==> config.mk <==
export PLATFORM = sky130hd
export DESIGN_NAME = platform_scroll_sched
export DESIGN_NICKNAME = d
export VERILOG_FILES = /design/src/rtl/platform_scroll_sched.sv
export SDC_FILE = /design/constraint.sdc
export NUM_CORES = 1
export LEC_CHECK = 0
export CAP_MARGIN = 10
export CORE_UTILIZATION = 25
export DETAILED_ROUTE_END_ITERATION = 12
export HOLD_SLACK_MARGIN = 0.1
export PLACE_DENSITY = 0.4
export SYNTH_ARGS = -nofsm -noshare
export SYNTH_HDL_FRONTEND = slang
export SYNTH_SLANG_ARGS = --single-unit
==> constraint.sdc <==
create_clock -name Clk -period 6.2 [get_ports Clk]
set_input_delay 0.62 -clock Clk [delete_from_list [all_inputs] [get_ports Clk]]
set_output_delay 0.62 -clock Clk [all_outputs]
set_load 0.02 [all_outputs]
==> src/rtl/platform_scroll_sched.sv <==
// Per-frame platform scroller: shifts the 15-slot table down by the doodle's overshoot above the
// scroll line, recycles wrapped slots to a pseudo-random X, and keeps a saturating height score.
module platform_scroll_sched #(
    parameter int          NUM_PLAT    = 15,
    parameter int          SCREEN_H    = 480,
    parameter int          SCROLL_LINE = 200,
    parameter int          MAX_SCROLL  = 15,
    parameter logic [15:0] LFSR_SEED   = 16'hACE1
) (
    input  logic        Clk,
    input  logic        Reset,
    input  logic        frame_clk,
    input  logic [9:0]  doodle_y,
    input  logic [3:0]  rd_idx,
    output logic [9:0]  rd_x,
    output logic [9:0]  rd_y,
    output logic [3:0]  scroll_dy,
    output logic        busy,
    output logic        frame_done,
    output logic [15:0] score,
    output logic        overrun
);

    localparam logic [1:0] S_IDLE   = 2'd0;
    localparam logic [1:0] S_CALC   = 2'd1;
    localparam logic [1:0] S_UPDATE = 2'd2;
    localparam logic [1:0] S_DONE   = 2'd3;

    localparam logic [10:0] SCREEN_H_W    = 11'(SCREEN_H);
    localparam logic [9:0]  SCROLL_LINE_W = 10'(SCROLL_LINE);
    localparam logic [9:0]  MAX_SCROLL_W  = 10'(MAX_SCROLL);
    localparam logic [3:0]  LAST_IDX      = 4'(NUM_PLAT - 1);
    localparam logic [15:0] LFSR_TAPS     = 16'hB400;

    logic        sync1_q, sync1_d;
    logic        sync2_q, sync2_d;
    logic        sync_prev_q, sync_prev_d;
    logic [1:0]  state_q, state_d;
    logic [3:0]  idx_q, idx_d;
    logic [3:0]  dy_q, dy_d;
    logic [15:0] score_q, score_d;
    logic        overrun_q, overrun_d;
    logic [15:0] lfsr_q, lfsr_d;
    logic [9:0]  x_q [NUM_PLAT];
    logic [9:0]  x_d [NUM_PLAT];
    logic [9:0]  y_q [NUM_PLAT];
    logic [9:0]  y_d [NUM_PLAT];
    logic [9:0]  rd_x_q, rd_x_d;
    logic [9:0]  rd_y_q, rd_y_d;

    logic        trig;
    logic [9:0]  diff;
    logic [3:0]  dy_calc;
    logic [10:0] ny;
    logic [10:0] ny_wrap;
    logic [16:0] score_sum;
    logic [3:0]  rd_sel;
    logic [15:0] lfsr_next;

    assign trig      = sync2_q & ~sync_prev_q;
    assign lfsr_next = (lfsr_q >> 1) ^ (lfsr_q[0] ? LFSR_TAPS : 16'h0000);

    always_comb begin
        sync1_d     = frame_clk;
        sync2_d     = sync1_q;
        sync_prev_d = sync2_q;
        state_d     = state_q;
        idx_d       = idx_q;
        dy_d        = dy_q;
        score_d     = score_q;
        overrun_d   = overrun_q;
        lfsr_d      = lfsr_q;
        x_d         = x_q;
        y_d         = y_q;
        diff        = SCROLL_LINE_W - doodle_y;
        dy_calc     = 4'd0;
        ny          = {1'b0, y_q[idx_q]} + {7'd0, dy_q};
        ny_wrap     = ny - SCREEN_H_W;
        score_sum   = {1'b0, score_q} + {13'd0, dy_q};

        // A trigger during a running sequence is dropped but remembered.
        if (trig && (state_q != S_IDLE)) begin
            overrun_d = 1'b1;
        end

        if (doodle_y < SCROLL_LINE_W) begin
            dy_calc = (diff > MAX_SCROLL_W) ? MAX_SCROLL_W[3:0] : diff[3:0];
        end

        case (state_q)
            S_IDLE: begin
                if (trig) begin
                    state_d = S_CALC;
                end
            end
            S_CALC: begin
                dy_d    = dy_calc;
                idx_d   = 4'd0;
                state_d = (dy_calc != 4'd0) ? S_UPDATE : S_DONE;
            end
            S_UPDATE: begin
                if (ny >= SCREEN_H_W) begin
                    y_d[idx_q] = ny_wrap[9:0];
                    x_d[idx_q] = {1'b0, lfsr_q[8:0]};
                    lfsr_d     = lfsr_next;
                end else begin
                    y_d[idx_q] = ny[9:0];
                end
                if (idx_q == LAST_IDX) begin
                    state_d = S_DONE;
                end else begin
                    idx_d = idx_q + 4'd1;
                end
            end
            default: begin
                score_d = score_sum[16] ? 16'hFFFF : score_sum[15:0];
                state_d = S_IDLE;
            end
        endcase
    end

    // Out-of-range render reads return zeros without indexing past the table.
    always_comb begin
        rd_sel = (rd_idx < 4'(NUM_PLAT)) ? rd_idx : 4'd0;
        rd_x_d = 10'd0;
        rd_y_d = 10'd0;
        if (rd_idx < 4'(NUM_PLAT)) begin
            rd_x_d = x_q[rd_sel];
            rd_y_d = y_q[rd_sel];
        end
    end

    always_ff @(posedge Clk) begin
        if (Reset) begin
            sync1_q     <= 1'b0;
            sync2_q     <= 1'b0;
            sync_prev_q <= 1'b0;
            state_q     <= S_IDLE;
            idx_q       <= 4'd0;
            dy_q        <= 4'd0;
            score_q     <= 16'd0;
            overrun_q   <= 1'b0;
            lfsr_q      <= LFSR_SEED;
            rd_x_q      <= 10'd0;
            rd_y_q      <= 10'd0;
            for (int i = 0; i < NUM_PLAT; i++) begin
                x_q[i] <= 10'(64 + 32 * i);
                y_q[i] <= 10'(32 * i);
            end
        end else begin
            sync1_q     <= sync1_d;
            sync2_q     <= sync2_d;
            sync_prev_q <= sync_prev_d;
            state_q     <= state_d;
            idx_q       <= idx_d;
            dy_q        <= dy_d;
            score_q     <= score_d;
            overrun_q   <= overrun_d;
            lfsr_q      <= lfsr_d;
            rd_x_q      <= rd_x_d;
            rd_y_q      <= rd_y_d;
            for (int i = 0; i < NUM_PLAT; i++) begin
                x_q[i] <= x_d[i];
                y_q[i] <= y_d[i];
            end
        end
    end

    assign rd_x       = rd_x_q;
    assign rd_y       = rd_y_q;
    assign scroll_dy  = dy_q;
    assign busy       = (state_q != S_IDLE);
    assign frame_done = (state_q == S_DONE);
    assign score      = score_q;
    assign overrun    = overrun_q;

endmodule

Word-level counts from Yosys, hierarchy flattened
Cells that the tools add are included.

Add/sub/neg operators: 5. Order comparisons: 7. Equal/unequal tests: 7. Multiplexer cells: 26. Bitwise gates (word level): 6. Reductions and logical operators: 11.

Operator list (count): 150-bit bitwise mux (3); 150-bit two-way mux (1); 10-bit binary-select mux with 4-bit select (3); 10-bit two-way mux (7); 10-bit demux with 4-bit select (1); 16-bit two-way mux (2); 16-bit by 4-bit adder with 17-bit output (1); 4-bit two-way mux (4); 15-bit by 16-bit XOR with 16-bit output (1); 10-bit by 4-bit adder with 11-bit output (1); 11-bit by 9-bit >= comparator with 1-bit output (second input constant) (1); 5-bit >= comparator (second input constant) (2); 10-bit by 4-bit > comparator with 1-bit output (second input constant) (1); 10-bit by 8-bit less-than comparator with 1-bit output (second input constant) (1); 4-bit inverter with 5-bit output (2); 10-bit by 9-bit subtractor with 10-bit output (second input constant) (1); 8-bit by 10-bit subtractor with 10-bit output (first input constant) (1); 4-bit one-hot mux with 2 select lines (1); 2-bit != test (second input constant) (3); 2-bit one-hot mux with 3 select lines (1); 2-bit AND reduction (3); 5-bit by 1-bit less-than comparator with 1-bit output (second input constant) (1); 4-bit by 1-bit adder with 4-bit output (second input constant) (1); 2-bit equality test (second input constant) (2); other kinds (13) (17).

Flip-flop bits (word level): 366. Output and inout port bits: 43. Logic and storage cells: 103.

Longest topological paths before layout
Gate-level depths: netlist of the first run.

Word-level depth: 8. Gate-level depth with buffers: 27. Depth with buffers taken out: 20.

Worst setup path after synthesis of the first run
OpenSTA, ideal clock, no wires.

Kind: register to register. Start point: reg idx_q[0]. End point: reg x_q[146] (netlist name). Library setup time: 0.140 ns. Arrival: 5.437 ns. Data required time: 6.060 ns. Slack: 0.623 ns. Cell stages (with the launch flop): 24. Path through: dfxtp_1 -> buf_6 -> buf_6 -> buf_4 -> buf_1 -> mux4_2 -> mux4_2 -> ha_1 -> a21o_1 -> a21oi_1 -> o21bai_1 -> and2_1 -> xnor2_1 -> inv_1 -> ha_1 -> inv_1 -> nor2_1 -> nand3_1 -> a21oi_2 -> or4_1 -> buf_4 -> buf_2 -> a211oi_1 -> a31oi_1.

Cells in the longest elaborated chain, start to end: 7.

RTL lines: from (decl) (line 39) `logic [3:0] idx_q, idx_d;`; from (signal assigned) (line 155) `idx_q <= idx_d;`; 4-bit inverter with 5-bit output (not written as such) (*) (line 77, 104); 10-bit binary-select mux with 4-bit select (line 77) `ny = {1'b0, y_q[idx_q]} + {7'd0, dy_q};`; 10-bit two-way mux (not written as such) (2 in a row) (line 77); 10-bit by 4-bit adder with 11-bit output (line 77); 11-bit by 9-bit >= comparator with 1-bit output (line 102) `if (ny >= SCREEN_H_W) begin`; 2-bit AND reduction (no source line); to (signal, indexed assignment) (line 147) `x_q[i] <= 10'(64 + 32 * i);`; to (signal, indexed assignment) (line 163) `x_q[i] <= x_d[i];`; to (decl) (line 44) `logic [9:0] x_q [NUM_PLAT];`.

Mark *: on every way between the ends. The rest lies on a longest branch, timed or not. The select of a mux whose other input is x is not followed. A chain may end at the register's enable or synchronous reset.

Final worst setup path of the first run
Start point: reg idx_q[0]. End point: reg lfsr_q[14].

Cells in the longest elaborated chain, start to end: 7.

RTL lines: 4-bit inverter with 5-bit output (not written as such) (line 77); 10-bit binary-select mux with 4-bit select (line 77); 10-bit two-way mux (not written as such) (2 in a row) (line 77); 10-bit by 4-bit adder with 11-bit output (line 77); 11-bit by 9-bit >= comparator with 1-bit output (line 102); 2-bit AND reduction (no source line); to (signal assigned) (line 159) `lfsr_q <= lfsr_d;`; to (decl) (line 43) `logic [15:0] lfsr_q, lfsr_d;`.

No other way between the ends. The select of a mux whose other input is x is not followed.

==> results.json, run 1 <==
{
  "outcome": "complete, no violations",
  "rows": 97,
  "antenna_cells": 0,
  "holdPathStages": 1,
  "setup_viol_count_final": 0,
  "grt_usage_pct": 20.7,
  "overflow": 0,
  "synth_area_leaders": "dfxtp_1, a21oi_1, nand2_1",
  "rr_endpoint": "lfsr_q[14]",
  "peakVddDrop_mv": 0.169,
  "io_pins": 60,
  "hold_start": "sync1_q",
  "syn_area_per_cell_um2": 8.34,
  "ctsHoldBuffers": 0,
  "die_w_um": 269,
  "cts_tree": "yes",
  "path_clk_slew_ns": 0.07,
  "fin_cells": 3071,
  "synth_top_cell_by_area": "dfxtp_1",
  "clk_latency_ns": 0.59,
  "ant_nets": 0,
  "hold_path_end": "sync2_q",
  "cts.sinks": 352,
  "placed_cell_area_um2": 19300,
  "finalWeightedCongestion": 0.903,
  "start_util_pct": 25.3,
  "via_per_inst": 5.48,
  "post_cts.repair.setup_buffers": 0,
  "min_path_type": "flip-flop to flip-flop",
  "tns_ns": 0,
  "crit_fanout": 118,
  "period_share_pct": 87.8,
  "async_flop_share_pct": 0,
  "grt_antenna_before_repair": 0,
  "coreArea_um2": 70100,
  "drt_iter0_drc": 1441,
  "ys_top_cells_by_count": "dfxtp_1, nand2_1, a21oi_1, clkbuf_1, o21ai_0",
  "p_leak_uw": 0.00704,
  "max_freq_mhz": 184,
  "power.total_uw": 5970,
  "crit_type": "flip-flop to flip-flop",
  "vias": 16800,
  "area.growth.synth_to_final_pct": 17.4,
  "synth.top_cell.area_share_pct": 39.7,
  "grt_pass1_wl_um": 111000,
  "tightest_slew_ns": 1.16,
  "worst_r2r_path_depth": 19,
  "port_buffers": 59,
  "ys_types": 79,
  "synth-edff-count": 0,
  "cts_buffer_depth": 3,
  "slew_headroom_pct": 22.1,
  "wl_per_cell_um": 24.4,
  "cp.arrival_ns": 5.91,
  "die_h_um": 269,
  "grt_pass1_vias": 16200,
  "hpwl_um": 46600,
  "finalWorstPathRequiredPeriod_ns": 5.45,
  "post-route-util_pct": 29.7,
  "cts.repair.resized": 0,
  "routed_wl_um": 74900,
  "drv_cap": 0,
  "drc": 0,
  "reg2reg_from": "idx_q[0]",
  "grt_start_max_net_pins": 119,
  "cts-root-buf": "clkbuf_16",
  "netlist_area_um2": 17800,
  "dp_cells": 2995,
  "synth_nets": 2168,
  "seq_area_frac_synth_pct": 39.7,
  "r2r_slack_ns": 0.75,
  "synth_ff_type": "dfxtp_1",
  "cts_buffers": 44,
  "fin_worst_skew_ns": 0.0236,
  "required_ns": 6.67,
  "p_per_area_nw_per_um2": 286,
  "htree_levels": 2,
  "endpoint_kind": "flip-flop",
  "finalHoldViolCount": 0,
  "finalInstanceArea_um2": 20900,
  "postSynthCellCount": 2130,
  "slew_violations": 0,
  "yosysWarnings": 0,
  "cp-start-kind": "flip-flop",
  "drive_gt1_share_pct": 13.2,
  "synth-seq-cells": 352,
  "rsz0062_at_grt": "false",
  "drt_pre_antenna_iters": 5,
  "die_area_um2": 72100,
  "synth.most_common_cell": "dfxtp_1",
  "fin_nets": 2139
}
per-stage QoR:
stage	setup slack, ns	hold WS [ns]
2_1_floorplan	0.623	0.414
3_3_place_gp	0.918	0.431
3_5_place_dp	0.853	0.430
4_1_cts	0.822	0.454
5_1_grt	0.381	0.467
6_report	0.754	0.442
cell usage in the layout (no fill, tap or decap), types with 9 or more instances in the layout:
master	instances
a211oi_1	72
a21oi_1	258
a311oi_1	33
and3_1	24
buf_4	66
clkbuf_16	44
clkbuf_8	10
clkdlybuf4s50_1	54
dfxtp_1	350
ha_1	19
inv_1	21
mux2_2	11
mux2i_1	76
mux4_2	44
nand2_1	269
nand2b_1	9
nand3_1	154
nand4_1	13
nor2_1	132
nor3_1	30
nor3_2	11
o21ai_0	157
o22ai_1	35
o41ai_2	10
or2_2	24
xnor2_1	10
xor2_1	13
registers in the layout, summed over array words and instances (netlist names):
| signal | flops |
|---|---|
| lfsr_q | 16 |
| sync2_q | 1 |
| y_q | 150 |
| score | 16 |
| scroll_dy | 4 |
| sync1_q | 1 |
| idx_q | 4 |
| rd_x | 10 |
| rd_y | 10 |
| x_q | 136 |
| state_q | 2 |
| overrun | 1 |
| sync_prev_q | 1 |
where the power goes:
part	internal, µW	leakage [µW]	switching [µW]	total [µW]
Combinational	259	0.00342	569	828
Clock	1710	0.000772	1100	2820
Sequential	2290	0.00284	31.6	2320
Total	4270	0.00704	1700	5970
worst max-delay path, stage by stage (launching register included):
cell,delay (ns)
dfxtp_2,0.51
buf_4,0.27
mux4_2,0.51
mux4_2,0.49
ha_1,0.24
a21o_1,0.21
a21oi_1,0.24
o21bai_1,0.12
and2_1,0.18
xnor2_1,0.19
inv_1,0.17
ha_1,0.29
inv_1,0.08
nor2_1,0.04
nand3_1,0.08
a21oi_2,0.11
nor4_4,0.55
buf_12,0.41
nor2_2,0.22
a31o_1,0.27
metal layers:
layer	vias up	track usage [%]	share of wire [%]
met4	0	7.79	3.6
met1	8446	28.3	45
met3	126	2.53	5.5
met2	578	33.0	46
li1	7670	-	-
met5	-	0	0
kinds of logic (layout without fill, tap and decap cells):
| kind of cell | count (synthesis) | in the layout | synth area share (%) |
|---|---|---|---|
| buffers and inverters | 227 | 228 | 5.35 |
| AO/OA/AOI/OAI | 643 | 643 | 22.2 |
| flip-flops | 352 | 352 | 39.7 |
| AND/OR/NAND/NOR | 723 | 723 | 18.8 |
| XOR/XNOR | 24 | 24 | 1.23 |
| multiplexers | 140 | 140 | 11.2 |
| adder cells (fa/ha/maj) | 21 | 21 | 1.56 |
worst max path at each step:
stage	from	endpoint	slack, ns
5_1_grt	idx_q[0]	lfsr_q[14]	0.38
2_1_floorplan	idx_q[0]	x_q[146]	0.62
6_report	idx_q[0]	lfsr_q[14]	0.75
4_1_cts	idx_q[0]	lfsr_q[14]	0.82
3_5_place_dp	idx_q[0]	lfsr_q[14]	0.85
3_3_place_gp	idx_q[0]	lfsr_q[9]	0.92
final cells by class:
class / instances / area (µm²)
clock buffer: 56 / 1250
clock inverter: 20 / 315
fill: 7496 / 49300
inverter: 24 / 90.1
multi-input combinational: 1551 / 9830
sequential: 352 / 7050
tap: 940 / 1180
timing repair buffer: 128 / 1150
No activity file was read; power rests on OpenSTA's default activity.
==> inputs of run 2 (changes only) <==
SKIP_LAST_GASP = 1   (was not set)
==> results of run 2 <==
The final DEF is identical to that of run 1; final timing and power are the same.
